`config.mk`:
```
export PLATFORM = sky130hd
export DESIGN_NAME = dmem_arbiter
export DESIGN_NICKNAME = d
export VERILOG_FILES = /design/src/rtl/dmem_arbiter.sv
export SDC_FILE = /design/constraint.sdc
export NUM_CORES = 1
export LEC_CHECK = 0
export ABC_AREA = 1
export CORE_AREA = 3 3 115 117
export DETAILED_ROUTE_END_ITERATION = 12
export DIE_AREA = 0 0 118 120
export MAX_ROUTING_LAYER = met4
export PLACE_DENSITY = 0.69
export SYNTH_ARGS = -nofsm -noshare
export SYNTH_HDL_FRONTEND = slang
export SYNTH_SLANG_ARGS = --single-unit
export TNS_END_PERCENT = 10
```
`constraint.sdc`:
```
create_clock -name clk -period 2.3 [get_ports clk]
set_input_delay 0.46 -clock clk [delete_from_list [all_inputs] [get_ports clk]]
set_output_delay 0.46 -clock clk [all_outputs]
set_load 0.005 [all_outputs]
```
`src/rtl/dmem_arbiter.sv`:
```
// Two-master arbiter for the data-memory bus: CPU has priority, DMA steals idle
// cycles and forces a slot after waiting STARVE_LIMIT busy cycles.
module dmem_arbiter #(
    parameter int unsigned STARVE_LIMIT = 4,
    parameter logic [31:0] PERIPH_BASE  = 32'h4000_0000
) (
    input  logic        clk,
    input  logic        reset,
    input  logic [31:0] cpu_Address,
    input  logic [31:0] cpu_Write_data,
    input  logic        cpu_MemRead,
    input  logic        cpu_MemWrite,
    output logic [31:0] cpu_Read_data,
    output logic        cpu_stall,
    input  logic        dma_req,
    input  logic        dma_we,
    input  logic [31:0] dma_Address,
    input  logic [31:0] dma_Write_data,
    output logic        dma_ack,
    output logic        dma_err,
    output logic [31:0] dma_Read_data,
    output logic [31:0] Address,
    output logic [31:0] Write_data,
    output logic        MemRead,
    output logic        MemWrite,
    input  logic [31:0] Read_data
);

    typedef enum logic [1:0] {S_IDLE, S_WAIT, S_FORCE, S_ACK} state_t;

    localparam logic [7:0] LIMIT_M1 = 8'(STARVE_LIMIT - 1);

    state_t     state, state_nxt;
    logic [7:0] wait_cnt, wait_cnt_nxt;
    logic       cpu_busy;
    logic       reject;
    logic       dma_bus;

    assign cpu_busy = cpu_MemRead | cpu_MemWrite;
    assign reject   = dma_we && (dma_Address >= PERIPH_BASE);

    always_comb begin
        state_nxt    = state;
        wait_cnt_nxt = wait_cnt;
        dma_bus      = 1'b0;
        case (state)
            S_IDLE: begin
                if (dma_req) begin
                    state_nxt    = S_WAIT;
                    wait_cnt_nxt = '0;
                end
            end
            S_WAIT: begin
                if (!cpu_busy) begin
                    dma_bus   = 1'b1;
                    state_nxt = S_ACK;
                end else begin
                    // Counter saturates; the limit compare uses the pre-increment value.
                    if (wait_cnt != '1)
                        wait_cnt_nxt = wait_cnt + 8'd1;
                    if (wait_cnt == LIMIT_M1)
                        state_nxt = S_FORCE;
                end
            end
            S_FORCE: begin
                dma_bus   = 1'b1;
                state_nxt = S_ACK;
            end
            S_ACK:   state_nxt = S_IDLE;
            default: state_nxt = S_IDLE;
        endcase
    end

    always_comb begin
        Address       = cpu_Address;
        Write_data    = cpu_Write_data;
        MemRead       = cpu_MemRead;
        MemWrite      = cpu_MemWrite;
        cpu_Read_data = Read_data;
        cpu_stall     = (state == S_FORCE) && cpu_busy;
        if (dma_bus) begin
            Address       = dma_Address;
            Write_data    = dma_Write_data;
            MemRead       = !dma_we;
            MemWrite      = dma_we && !reject;
            cpu_Read_data = '0;
        end
    end

    always_ff @(posedge clk) begin
        if (!reset) begin
            state         <= S_IDLE;
            wait_cnt      <= '0;
            dma_ack       <= 1'b0;
            dma_err       <= 1'b0;
            dma_Read_data <= '0;
        end else begin
            state    <= state_nxt;
            wait_cnt <= wait_cnt_nxt;
            dma_ack  <= dma_bus;
            dma_err  <= dma_bus && reject;
            if (dma_bus && !dma_we)
                dma_Read_data <= Read_data;
        end
    end

endmodule

```
Yosys cells after proc, flatten, opt, wreduce, memory -nomap -nowiden
Cells that the tools add are included.

storage, ports and cells
  bits in registers = 44
  input bits = 166
  output and inout port bits = 133
  logic and storage cells = 43

cells by class
  add/subtract/negate cells = 1
  $lt $le $gt $ge = 1
  eq/ne operators = 9
  multiplexer cells = 15
  bitwise operators = 1
  reduce and logical (&&, ||, !) cells = 11

operator list
  operator                                                count
  2-to-1 mux 32 bit                                       3
  >= comparator 32 x 31 -> 1 bit (second input constant)  1
  2-to-1 mux 8 bit                                        3
  case mux 8 bit (2 select lines)                         1
  adder 8 x 1 -> 8 bit (second input constant)            1
  equality test 8 x 2 -> 1 bit (second input constant)    1
  != test 8 bit (second input constant)                   1
  case mux 2 bit (4 select lines)                         1
  2-to-1 mux 2 bit                                        3
  != test 2 bit (second input constant)                   3
  logical AND 1 bit                                       5
  equality test 2 bit (second input constant)             2
  AND reduction 4 bit                                     1
  2-to-1 mux 1 bit                                        3
  != test 3 bit (second input constant)                   1
  equality test 2 x 1 -> 1 bit (second input constant)    1
  logical NOT 1 bit                                       2
  logical NOT 2 bit                                       1
  case mux 1 bit (2 select lines)                         1
  AND reduction 2 bit                                     1
  nonzero test 2 bit                                      1
  OR 1 bit                                                1

Longest topological paths before layout
  word-level depth = 5
  gate-level depth with buffers = 12
  gate-level depth less buffers = 11

Least setup slack after synthesis
Ideal clock, no wire load.

  path kind = register to output
  start = reg state[1]
  end = out Address[12]
  arrival = 1464 ps
  required time = 1840 ps
  slack = 376 ps
  stages on the path, launching flop included = 11
  path buffers = 3
  cells stage by stage = dfxtp_1 > inv_1 > ha_1 > buf_2 > nand2_2 > nand2_1 > nand2_2 > buf_4 > buf_2 > nand2_1 > nand2_1

on the way
  longest elaborated chain between the ends = 3
  elaborated cells between the ends (all ways) = 4
  classes of those cells = 2 x eq/ne; 2 x mux

ends and longest elaborated chain
  what                                                                        RTL line  RTL
  from (decl)                                                                 33        state_t state, state_nxt;
  from (signal assigned)                                                      98        state <= state_nxt;
  equality test 2 bit / equality test 2 x 1 -> 1 bit (equally long branches)  46        case (state)
  case mux 1 bit (2 select lines) (*)                                         46
  2-to-1 mux 32 bit (*)                                                       81        if (dma_bus) begin
  to (decl)                                                                   22        output logic [31:0] Address,

Mark *: on every way between the ends. The rest lies on a longest branch, timed or not.

Final worst setup path
  start = reg state[1]
  end = out Address[15]

The elaborated chain is that of the path after synthesis.

==> flow_metrics.tcl <==
set metrics [dict create \
    die_area_sq_um 14200 \
    synth_top_area_share_pct 36.4 \
    syn-cell-area_sq_um 3290 \
    yosys_warnings 0 \
    violations "negative setup slack" \
    hold_viol 0 \
    regToRegEndpoint "dma_Read_data[3]" \
    power_frac_comb_pct 65.9 \
    ff2ff_path_depth 11 \
    peakVddDrop_mv 0.415 \
    place_inst 1108 \
    dr_total_vias 4577 \
    leakagePower_nw 3.61 \
    yosysUniqueCellTypes 19 \
    drt-pass1-iter-count 4 \
    gr-total-overflow 0 \
    tightestPinTransition_ps 410 \
    drt_iter0_drc 255 \
    synth_area_leaders "nand2_1, dfxtp_1, inv_1, nor2_1, buf_2" \
    post-route-drc-count 0 \
    port_buffers 298 \
    fin_crit_ps 2530 \
    cp-end-kind "primary output" \
    first_global_vias 4428 \
    clk_pin_slew_worst_paths_ps 60 \
    crit_chain "inv_2 -> ha_2 -> nand2_2 -> a21oi_4 -> buf_4 -> buf_4 -> nand2_1 -> nand2_1 -> clkdlybuf4s50_1" \
    async_flop_share_pct 0 \
    cp_data_arrival_time_ps 2070 \
    synth-edff-count 0 \
    ant_nets 0 \
    wl_per_cell_microns 12.9 \
    cap_violations 0 \
    power_switching_w 0.00204 \
    yosysMostFrequentCell "nand2_1" \
    synthCells 642 \
    drive_gt1_share_pct 10.1 \
    drv_slew 0 \
    synth_top_area_cell "nand2_1" \
    pre_cts_slack_ps -523 \
    synth_nets 813 \
    worst-setup-path-type "flip-flop to primary output" \
    netSwitchingFraction_pct 37.4 \
    syn_to_final_growth_pct 113 \
    die_x_microns 118 \
    endpoint "Address[15]" \
    htreeDepth 2 \
    final_area_sq_um 7020 \
    finalWorstSetupSlack_ps -230 \
    cts-root-buf "clkbuf_16" \
    fmax_mhz 395 \
    antenna_found_initial 1 \
    crit_fanout 6 \
    start_util_pct 26.4 \
    pwr-share-seq_pct 18.8 \
    grt_max_degree 33 \
    ios 299 \
    slew_headroom_pct 72.3 \
    wl_mm 14.6 \
    syn_avg_cell_area_sq_um 5.13 \
    period_share_pct 110 \
    numCtsBuffers 5 \
    outcome "complete, but fails checks" \
    crit_path_max_incr_delay_ps 490 \
    dieHeight_microns 120 \
    ys.flop_type "dfxtp_1" \
    p_clk_share_pct 15.3 \
    worst_r2r_startpoint "state[1]" \
    required_ps 1840 \
    fin_worst_skew_ps 4.25 \
    cts_tree "yes" \
    rsz0062_at_grt "yes" \
    ys_top_cells_by_count "nand2_1, inv_1, nor2_1" \
    r2r_slack_ps 540 \
    instances_no_fill 1136 \
    power_density_nw_per_um2 777 \
    setup_violations 78 \
    ys_ff_latch 44 \
    vias_per_cell 4.03 \
    grt_pass1_wl_mm 22.4 \
    startpoint_type "flip-flop" \
    cp_slowest_cell "clkdlybuf4s50_1" \
    nets 1133 \
    clock_path_buffers 2 \
    yosysSeqAreaShare_pct 26.8 \
    clk_latency_ps 280 \
    clock_sinks 44 \
    internal-power_w 0.00342 \
    cp-startpoint "state[1]" \
    hold_class "flip-flop to flip-flop" \
    rows 41 \
    globalplace.congestion 0.873 \
    track_usage_pct 20.2 \
    place_area_sq_um 6580 \
    dp_hpwl_mm 11.6 \
    design.core.area_sq_um 12500 \
]
worst min-delay path by stage:
stage                           start           endpoint  slack [ps]  depth (start not counted)
floorplan                    state[1]           state[1]         480                          2
CTS                  dma_Read_data[6]   dma_Read_data[6]         510                          4
detailed placement   dma_Read_data[6]   dma_Read_data[6]         490                          4
global placement    dma_Read_data[17]  dma_Read_data[17]         490                          4
finish              dma_Read_data[27]  dma_Read_data[27]         510                          4
global route        dma_Read_data[15]  dma_Read_data[15]         530                          4
worst max-delay path: cells and delay by family, from the launching register on:
| family | cells | cell delay [ps] |
|---|---|---|
| and+or+nand+nor | 3 | 190 |
| DFF | 1 | 310 |
| buffers and inverters | 4 | 880 |
| AOI/OAI and AO/OA | 1 | 210 |
| adders and majority gates | 1 | 190 |
state kept, by name, indices dropped and copies added (netlist names):
name and cells:
state 2, dma_ack 1, wait_cnt 8, dma_err 1, dma_Read_data 32
logic make-up (layout without fill, tap and decap cells):
kind of cell | Yosys count | count (layout) | synth area share [%]
adder cells (fa/ha/maj) | 5 | 5 | 1.90
AO/OA/AOI/OAI | 15 | 15 | 2.62
buffers and inverters | 148 | 469 | 18.1
flip-flops | 44 | 44 | 26.8
AND/OR/NAND/NOR | 430 | 430 | 50.6
other | 0 | 1 | 0
cell type report:
cell class	count	area, sq um
Sequential cell	44	882
Tap cell	172	215
Fill cell	1253	5450
Timing Repair Buffer	342	3450
Clock inverter	2	38.8
Multi-Input combinational cell	450	1850
Clock buffer	6	139
Inverter	119	447
Antenna cell	1	2.50
layout by cell type (no fill, tap or decap), types with 10 or more instances in the layout:
master / n
inv_1: 115
nand3_1: 13
nand2_1: 318
dlymetal6s2s_1: 10
clkdlybuf4s15_2: 17
buf_4: 27
nor2_1: 87
dfxtp_1: 43
dlygate4sd2_1: 44
clkdlybuf4s50_1: 213
power groups by stage:
| stage | Sequential (W) | Combinational [W] | Clock [W] |
|---|---|---|---|
| CTS | 0.00103 | 0.00359 | 0.000867 |
| global route | 0.00105 | 0.00401 | 0.000889 |
| global placement | 0.00103 | 0.00340 | 0 |
| detailed placement | 0.00104 | 0.00339 | 0 |
| finish | 0.00103 | 0.00360 | 0.000836 |
| floorplan | 0.00103 | 0.00146 | 0 |
timing repair:
| item | in CTS | in global routing |
|---|---|---|
| buffers inserted | 12 | 4 |
| gates cloned | 4 | 0 |
| pin swaps | 5 | 1 |
| hold buffers | 0 | 0 |
| endpoints found under the setup margin | 99 | 93 |
| resized for setup | 148 | 27 |
metrics by stage:
stage	hold slack, ps	total power (W)	utilization [%]	setup TNS [ps]
global placement	494	0.00443	52.8	-41380
CTS	508	0.00549	56.0	-5490
finish	506	0.00546	56.3	-6120
floorplan	477	0.00249	-	0
global route	534	0.00594	56.3	-13050
detailed placement	495	0.00442	52.8	-41650
routing by layer:
metal	global-route usage, %	vias to the layer above	routed length [microns]
met5	-	-	0
met4	6.23	0	382
met3	5.98	20	1200
met2	35.7	177	7340
met1	21.9	1917	5710
li1	-	2463	-
Note: power is estimated with default switching activity, not from simulation.
